File: src/rtl/selector_mode_sequencer.sv
// Sequences datapath mode changes from the selector pins: debounce, hold/drain,
// clear pulse, then commit. All outputs are registered from the next-state decode.
module selector_mode_sequencer #(
    parameter int unsigned SEL_W         = 2,
    parameter int unsigned SETTLE_CYCLES = 4,
    parameter int unsigned DRAIN_TIMEOUT = 16,
    parameter int unsigned CLEAR_CYCLES  = 2,
    parameter int unsigned CNT_W         = 8
) (
    input  logic             i_clk,
    input  logic             i_rst_n,
    input  logic [SEL_W-1:0] i_selector_in,
    input  logic             i_dp_idle,
    output logic [SEL_W-1:0] o_mode,
    output logic             o_mode_valid,
    output logic             o_dp_hold,
    output logic             o_dp_clear,
    output logic             o_switch_pulse,
    output logic             o_timeout_err
);

    typedef enum logic [2:0] {
        StIdle,
        StSettle,
        StDrain,
        StClear,
        StApply
    } state_e;

    localparam logic [CNT_W-1:0] SettleLast = CNT_W'(SETTLE_CYCLES - 1);
    localparam logic [CNT_W-1:0] DrainLast  = CNT_W'(DRAIN_TIMEOUT - 1);
    localparam logic [CNT_W-1:0] ClearLast  = CNT_W'(CLEAR_CYCLES - 1);
    localparam logic [CNT_W-1:0] CntOne     = CNT_W'(1);

    state_e             r_state;
    state_e             w_state_d;
    logic [SEL_W-1:0]   r_sel_q;
    logic [SEL_W-1:0]   r_cand;
    logic [SEL_W-1:0]   w_cand_d;
    logic [CNT_W-1:0]   r_cnt;
    logic [CNT_W-1:0]   w_cnt_d;
    logic [SEL_W-1:0]   r_mode;
    logic [SEL_W-1:0]   w_mode_d;
    logic               r_timeout_err;
    logic               w_timeout_err_d;
    logic               r_mode_valid;
    logic               r_dp_hold;
    logic               r_dp_clear;
    logic               r_switch_pulse;
    logic               w_hold_d;
    logic               w_clear_d;
    logic               w_pulse_d;

    always_comb begin
        w_state_d       = r_state;
        w_cand_d        = r_cand;
        w_cnt_d         = r_cnt;
        w_mode_d        = r_mode;
        w_timeout_err_d = r_timeout_err;
        case (r_state)
            StIdle: begin
                if (r_sel_q != r_mode) begin
                    w_state_d = StSettle;
                    w_cand_d  = r_sel_q;
                    w_cnt_d   = '0;
                end
            end
            StSettle: begin
                if (r_sel_q == r_mode) begin
                    w_state_d = StIdle;
                end else if (r_sel_q != r_cand) begin
                    // A new candidate restarts the debounce window.
                    w_cand_d = r_sel_q;
                    w_cnt_d  = '0;
                end else if (r_cnt == SettleLast) begin
                    w_state_d = StDrain;
                    w_cnt_d   = '0;
                end else begin
                    w_cnt_d = r_cnt + CntOne;
                end
            end
            StDrain: begin
                if (i_dp_idle) begin
                    w_state_d = StClear;
                    w_cnt_d   = '0;
                end else if (r_cnt == DrainLast) begin
                    w_state_d       = StClear;
                    w_cnt_d         = '0;
                    w_timeout_err_d = 1'b1;
                end else begin
                    w_cnt_d = r_cnt + CntOne;
                end
            end
            StClear: begin
                if (r_cnt == ClearLast) begin
                    w_state_d = StApply;
                    w_mode_d  = r_cand;
                    w_cnt_d   = '0;
                end else begin
                    w_cnt_d = r_cnt + CntOne;
                end
            end
            StApply: begin
                w_state_d = StIdle;
            end
            default: begin
                w_state_d = StIdle;
            end
        endcase
    end

    // Outputs follow the state being entered so they change on the same edge.
    always_comb begin
        w_hold_d  = (w_state_d == StDrain) || (w_state_d == StClear) || (w_state_d == StApply);
        w_clear_d = (w_state_d == StClear);
        w_pulse_d = (w_state_d == StApply);
    end

    always_ff @(posedge i_clk) begin
        if (!i_rst_n) begin
            r_state        <= StIdle;
            r_sel_q        <= '0;
            r_cand         <= '0;
            r_cnt          <= '0;
            r_mode         <= '0;
            r_timeout_err  <= 1'b0;
            r_mode_valid   <= 1'b1;
            r_dp_hold      <= 1'b0;
            r_dp_clear     <= 1'b0;
            r_switch_pulse <= 1'b0;
        end else begin
            r_state        <= w_state_d;
            r_sel_q        <= i_selector_in;
            r_cand         <= w_cand_d;
            r_cnt          <= w_cnt_d;
            r_mode         <= w_mode_d;
            r_timeout_err  <= w_timeout_err_d;
            r_mode_valid   <= !w_hold_d;
            r_dp_hold      <= w_hold_d;
            r_dp_clear     <= w_clear_d;
            r_switch_pulse <= w_pulse_d;
        end
    end

    assign o_mode         = r_mode;
    assign o_mode_valid   = r_mode_valid;
    assign o_dp_hold      = r_dp_hold;
    assign o_dp_clear     = r_dp_clear;
    assign o_switch_pulse = r_switch_pulse;
    assign o_timeout_err  = r_timeout_err;

endmodule

File: config.mk
export PLATFORM = sky130hd
export DESIGN_NAME = selector_mode_sequencer
export DESIGN_NICKNAME = d
export VERILOG_FILES = /design/src/rtl/selector_mode_sequencer.sv
export SDC_FILE = /design/constraint.sdc
export NUM_CORES = 1
export LEC_CHECK = 0
export CAP_MARGIN = 20
export CORE_MARGIN = 8
export CORE_UTILIZATION = 30
export CTS_CLUSTER_SIZE = 14
export DETAILED_ROUTE_END_ITERATION = 10
export PLACE_DENSITY = 0.48
export SLEW_MARGIN = 20
export SYNTH_ARGS = -nofsm -noshare
export SYNTH_HDL_FRONTEND = slang
export SYNTH_SLANG_ARGS = --single-unit
File: constraint.sdc
create_clock -name i_clk -period 5.3 [get_ports i_clk]
set_clock_uncertainty 0.2 [all_clocks]
set_input_delay 1.06 -clock i_clk [delete_from_list [all_inputs] [get_ports i_clk]]
set_output_delay 1.06 -clock i_clk [all_outputs]
set_load 0.005 [all_outputs]
==> results.yml, run 1 <==
synthesis:
  ys_types: 38
  synth_seq_area_share_pct: 41.0
  postSynthAreaPerCell_um2: 8.88
  synth-compound-area-share_pct: 18.5
  yosysTopAreaCellShare_pct: 41.0
  synth_top_family_by_area: "simple AND/OR/NAND/NOR gates"
  synthCells: 121
  synth-simple-area-share_pct: 29.5
  synth_mux_area_share_pct: 1.86
  ys_seq_elements: 22
  synthTopCellsByArea: "dfxtp_1, nand3_1, nor2_1, nand2_1, o311ai_1"
  synth_fa_ha_area_share_pct: 2.33
  yosysWarnings: 0
  syn_nets: 128
  yosysTopAreaCell: "dfxtp_1"
  netlist_area_um2: 1070
  synth_xor_xnor_area_share_pct: 3.96
detailed_routing:
  drt-pass1-iter-count: 4
  ant_nets: 0
  avgViaCountPerCell: 4.78
  drc: 0
  drtIter0Drc: 20
  drt_wl_total_um: 2140
  vias: 856
  wl_per_cell_um: 12.0
placement:
  gp_congestion: 0.786
  dp_hpwl_um: 1680
  dpl-instance-area_um2: 1230
  io_buffers: 11
grt:
  grt_max_degree: 13
  grt_antenna_before_repair: 0
  gr-usage-all-layers_pct: 8.75
  grt_overflow_total: 0
  grt_first_pass_wirelength_um: 3940
  grt_pass1_vias: 861
timing:
  finalMaxSlewViolations: 0
  period_needed_ps: 2650
  slew_headroom_pct: 35.9
  rsz0062_at_grt: "false"
  finalSetupViolCount: 0
  timing.fmax_mhz: 377
  finalHoldViolCount: 0
  tightest_slew_ps: 954
  period_share_pct: 50.0
  tns_ps: 0
  whs_ps: 294
cts:
  numClockSinks: 22
  cts_root_buf: "clkbuf_4"
  cts_setup_buffers: 0
  cts_buffers: 3
  ctsHoldBuffers: 0
  clkTransAtPathRegs_ps: 110
  clk_latency_ps: 300
  cts_buffer_depth: 2
  cts_tree: "yes"
  htreeDepth: 1
  cts_resized: 0
worst_setup_path:
  critPathTopFamily: "compound AO/OA/AOI/OAI gates"
  critPathKind: "in -> reg"
  cp_num_cells: 6
  required_ps: 5310
  critical_path.cell_chain: "clkdlybuf4s50_1 -> nor4b_2 -> o21ai_2 -> a31oi_4 -> nand2b_4 -> o311ai_1"
  arrival_ps: 2660
  cpPeakStageDelay_ps: 450
  regToRegStartpoint: "r_cnt[1]"
  reg2reg_setup_slack_ps: 3110
  worstSetupStartpointType: "input port"
  timing.rr.end: "r_cnt[6]"
  path_buf_inv: 1
  cp_max_fo: 6
  worst_r2r_path_depth: 7
  crit_path_end_kind: "register"
  slowest_stage: "clkdlybuf4s50_1"
layout:
  fin_nets: 142
  design_area_um2: 1260
  regArea_um2: 440
  most-common-layout-cells: "dfxtp_1, nor2_1, nand2_1"
  diodes: 0
  multi_input_area_um2: 603
  area_growth_pct: 16.9
  layout-drive-gt1-share_pct: 9.77
  nFillCells: 352
  layout_commonest_cell: "dfxtp_1"
job:
  maxCapViolations: 0
floorplan:
  io_pins: 12
  fp.dieH_um: 75.9
  core_region_area_um2: 3390
  initial_core_util_pct: 31.7
  core.rowCount: 21
  dieArea_um2: 5750
  die_x_um: 75.9
worst_hold_path:
  hold_class: "reg -> reg"
  whs_endpoint: "r_cand[0]"
  min_from: "r_cand[0]"
  min_delay_path_depth: 2
power:
  power_density_nw_per_um2: 213
  leakage_nw: 0.457
  ir_worst_vdd_v: 0.0000978
run_status:
  status: "finished clean"
-- state kept, by name, indices dropped and copies added, names as in the netlist --
| name | cells |
|---|---|
| r_sel_q | 2 |
| r_cnt | 8 |
| o_timeout_err | 1 |
| o_mode | 2 |
| r_state | 3 |
| o_dp_hold | 1 |
| o_switch_pulse | 1 |
| o_dp_clear | 1 |
| r_cand | 2 |
| o_mode_valid | 1 |
-- cell usage after synthesis (all sizes together) --
cell	number
a2111o	1
a21boi	2
a21oi	5
a22oi	1
a31oi	1
and2	3
and3	1
buf	1
clkbuf	1
dfxtp	22
ha	2
inv	6
mux2i	2
nand2	14
nand2b	1
nand3	12
nand3b	1
nor2	15
nor2b	1
nor3	2
nor3b	3
nor4	1
nor4b	1
o2111ai	1
o21a	2
o21ai	3
o311ai	5
o31ai	2
or2	1
or3	1
or3b	1
or4	2
xnor2	2
xor2	2
-- where the power goes --
group          internal, mW  total (mW)  switching [mW]
registers             0.168       0.170         0.00268
clock network        0.0265      0.0744          0.0480
logic                0.0100      0.0226          0.0126
total                 0.204       0.267          0.0632
-- cell families after synthesis --
logic type | count (synthesis)
muxes | 2
buffers and inverters | 8
adders and majority gates | 2
xor gates and xnor gates | 4
and+or+nand+nor | 60
DFF | 22
AOI/OAI and AO/OA | 23
-- tightest hold or removal path: cells and delay by family (launching register included) --
kind            cells  cell delay (ps)
flops               1              350
simple gates        1               60
compound gates      1               50
-- stage by stage --
| step | power [mW] | setup slack (ps) | cells | utilization, % |
|---|---|---|---|---|
| floorplan | 0.189 | 2990 | 121 | - |
| global placement | 0.197 | 2410 | 176 | 36.4 |
| detailed placement | 0.197 | 2350 | 176 | 36.4 |
| CTS | 0.273 | 2650 | 179 | 37.1 |
| global route | 0.282 | 2480 | 179 | 37.1 |
| finish | 0.267 | 2650 | 179 | 37.1 |
-- per-layer routing --
layer	share of wire [%]	vias to the layer above	track usage (%)
li1	-	460	-
met1	48	389	11.5
met2	48	5	13.3
met3	2.8	2	2.11
met4	0.93	0	3.41
met5	0	-	0
-- layout make-up --
cell class | count | area share, %
clock buffer | 3 | 1.79
inverter | 6 | 1.79
multi-input combinational | 91 | 48.0
sequential | 22 | 35.1
tap | 46 | 4.58
timing repair buffer | 11 | 8.77
-- how the worst max path moves through the flow --
| stage | start | end | slack, ps |
|---|---|---|---|
| 2_1_floorplan | i_dp_idle | r_cnt[3] | 2990 |
| 3_3_place_gp | i_dp_idle | r_cnt[3] | 2410 |
| 3_5_place_dp | i_dp_idle | r_cnt[7] | 2350 |
| 4_1_cts | i_dp_idle | r_cnt[6] | 2650 |
| 5_1_grt | i_dp_idle | r_cnt[4] | 2480 |
| 6_report | i_dp_idle | r_cnt[6] | 2650 |
Power figures use the tool's default switching activity.
==> run 2, diff against run 1 <==
- PLACE_DENSITY: 0.48 -> 0.5
- clock period: 5.3 -> 2.2 ns (I/O delays scaled with it)
==> run 2 against run 1 <==
Utilization is 2.9 points higher; setup slack worse by 2500 ps; cell count is 4.5% higher; routed wire length is 9.2% higher; sequential share of layout area is 2.2 points lower; clock power grew to 4.1 times the previous value; register-to-register slack worse by 3000 ps; power grew to 2.9 times the previous value; non-clock buffer count is 7 higher; largest cell class unchanged; global-route usage is 0.56 points higher; first-iteration DRC count is 10% higher.
==> results.yml, run 2 (synthesis gave the netlist of run 1 again) <==
run_status:
  status: "finished clean"
placement:
  pre_cts_ws_ps: -45.1
  dp_hpwl_um: 1850
  dp_cells: 182
  gp_congestion: 0.808
  dpl-instance-area_um2: 1280
  io_buffers: 11
timing:
  worst_slack_ps: 122
  finalMaxSlewViolations: 0
  finalSetupViolCount: 0
  rsz0062_at_grt: "false"
  tightest_slew_ps: 389
  period_share_pct: 94.5
  timing.fmax_mhz: 481
  period_needed_ps: 2080
  tns_ps: 0
  finalHoldViolCount: 0
  slew_headroom_pct: 73.9
layout:
  layout_commonest_cell: "dfxtp_1"
  top_register: "r_cnt"
  most-common-layout-cells: "dfxtp_1, nor2_1, nand2_1"
  final_cells: 187
  area_growth_pct: 26.0
  layout-drive-gt1-share_pct: 17.0
  fin_nets: 149
  diodes: 0
  largest_register_ffs: 8
  design_area_um2: 1350
  reg.largest.list: "r_cnt: 8 flops, r_state: 3 flops"
detailed_routing:
  drtIter0Drc: 22
  drt-pass1-iter-count: 4
  avgViaCountPerCell: 4.94
  vias: 924
  drc: 0
  drt_wl_total_um: 2340
  wl_per_cell_um: 12.5
  ant_nets: 0
floorplan:
  dieArea_um2: 5750
  die_x_um: 75.9
  fp.dieH_um: 75.9
  initial_core_util_pct: 31.7
  io_pins: 12
  core_region_area_um2: 3390
  core.rowCount: 21
grt:
  grt_max_degree: 14
  gr-usage-all-layers_pct: 9.31
  grt_antenna_before_repair: 0
  grt_overflow_total: 0
  grt_pass1_vias: 892
  grt_first_pass_wirelength_um: 4040
worst_setup_path:
  critical_path.cell_chain: "inv_1 -> ha_1 -> nor3b_1 -> a2111o_1 -> a31oi_4 -> nand2b_4 -> o311ai_1"
  cp_max_fo: 5
  arrival_ps: 2090
  critPathTopFamily: "compound AO/OA/AOI/OAI gates"
  crit_path_end_kind: "register"
  worst_r2r_path_depth: 7
  path_buf_inv: 1
  worstSetupStartpointType: "register"
  timing.rr.end: "r_cnt[7]"
  slowest_stage: "a2111o_1"
  critPathKind: "reg -> reg"
  required_ps: 2220
  regToRegStartpoint: "r_cnt[1]"
  reg2reg_setup_slack_ps: 120
  cpPeakStageDelay_ps: 480
worst_hold_path:
  min_from: "r_cand[0]"
  min_delay_path_depth: 2
  whs_endpoint: "r_cand[0]"
  hold_class: "reg -> reg"
cts:
  clk_latency_ps: 300
  cts_root_buf: "clkbuf_4"
  cts_buffer_depth: 2
  clkTransAtPathRegs_ps: 120
  htreeDepth: 1
  cts_tree: "yes"
  numClockSinks: 22
  ctsHoldBuffers: 0
  cts_buffers: 3
power:
  leakage_nw: 0.512
  ir_worst_vdd_v: 0.000321
  power_density_nw_per_um2: 572
job:
  maxCapViolations: 0
## run 2: power breakdown
group / internal [mW] / switching [mW]
logic: 0.0289 / 0.0315
clock network: 0.184 / 0.121
registers: 0.403 / 0.00620
total: 0.616 / 0.159
## run 2: worst max path at each step
stage                    from  endpoint  cells after the start
global route         r_cnt[1]  r_cnt[3]                      7
detailed placement  i_dp_idle  r_cnt[5]                      6
finish               r_cnt[1]  r_cnt[7]                      7
floorplan            r_cnt[1]  r_cnt[3]                      7
global placement    i_dp_idle  r_cnt[5]                      6
CTS                  r_cnt[0]  r_cnt[3]                      7
## run 2: stage by stage
step	total power, mW	util [%]	hold WS, ps
after floorplan	0.456	-	260
after global placement	0.479	37.7	283
after detailed placement	0.480	37.7	286
after CTS	0.791	39.3	304
after global routing	0.817	39.9	328
final	0.775	39.9	297
## run 2: routing by layer
metal / part of all wire [%] / track usage [%] / vias to the layer above
met5: 0 / 0 / -
met4: 0.94 / 3.20 / 0
met3: 4.2 / 3.16 / 2
met2: 49 / 15.8 / 13
met1: 46 / 10.6 / 431
li1: - / - / 478
## run 2: tightest hold or removal path, stage by stage, from the launching register on
cell and delay (ps):
dfxtp_1 350, nand2_1 60, a21oi_1 50
## run 2: cell type report
class / instances / area (um2)
clock buffers: 3 / 22.5
inverters: 6 / 22.5
well taps: 46 / 57.6
clock inverters: 1 / 30.0
repair buffers: 18 / 163
fillers: 340 / 2040
flip-flops and latches: 22 / 445
multi-input cells: 91 / 613
## run 2: repair_timing
item                                    in CTS  in global routing
buffers inserted                             0                  1
endpoints found under the setup margin       0                  5
gates resized for setup                      0                  5
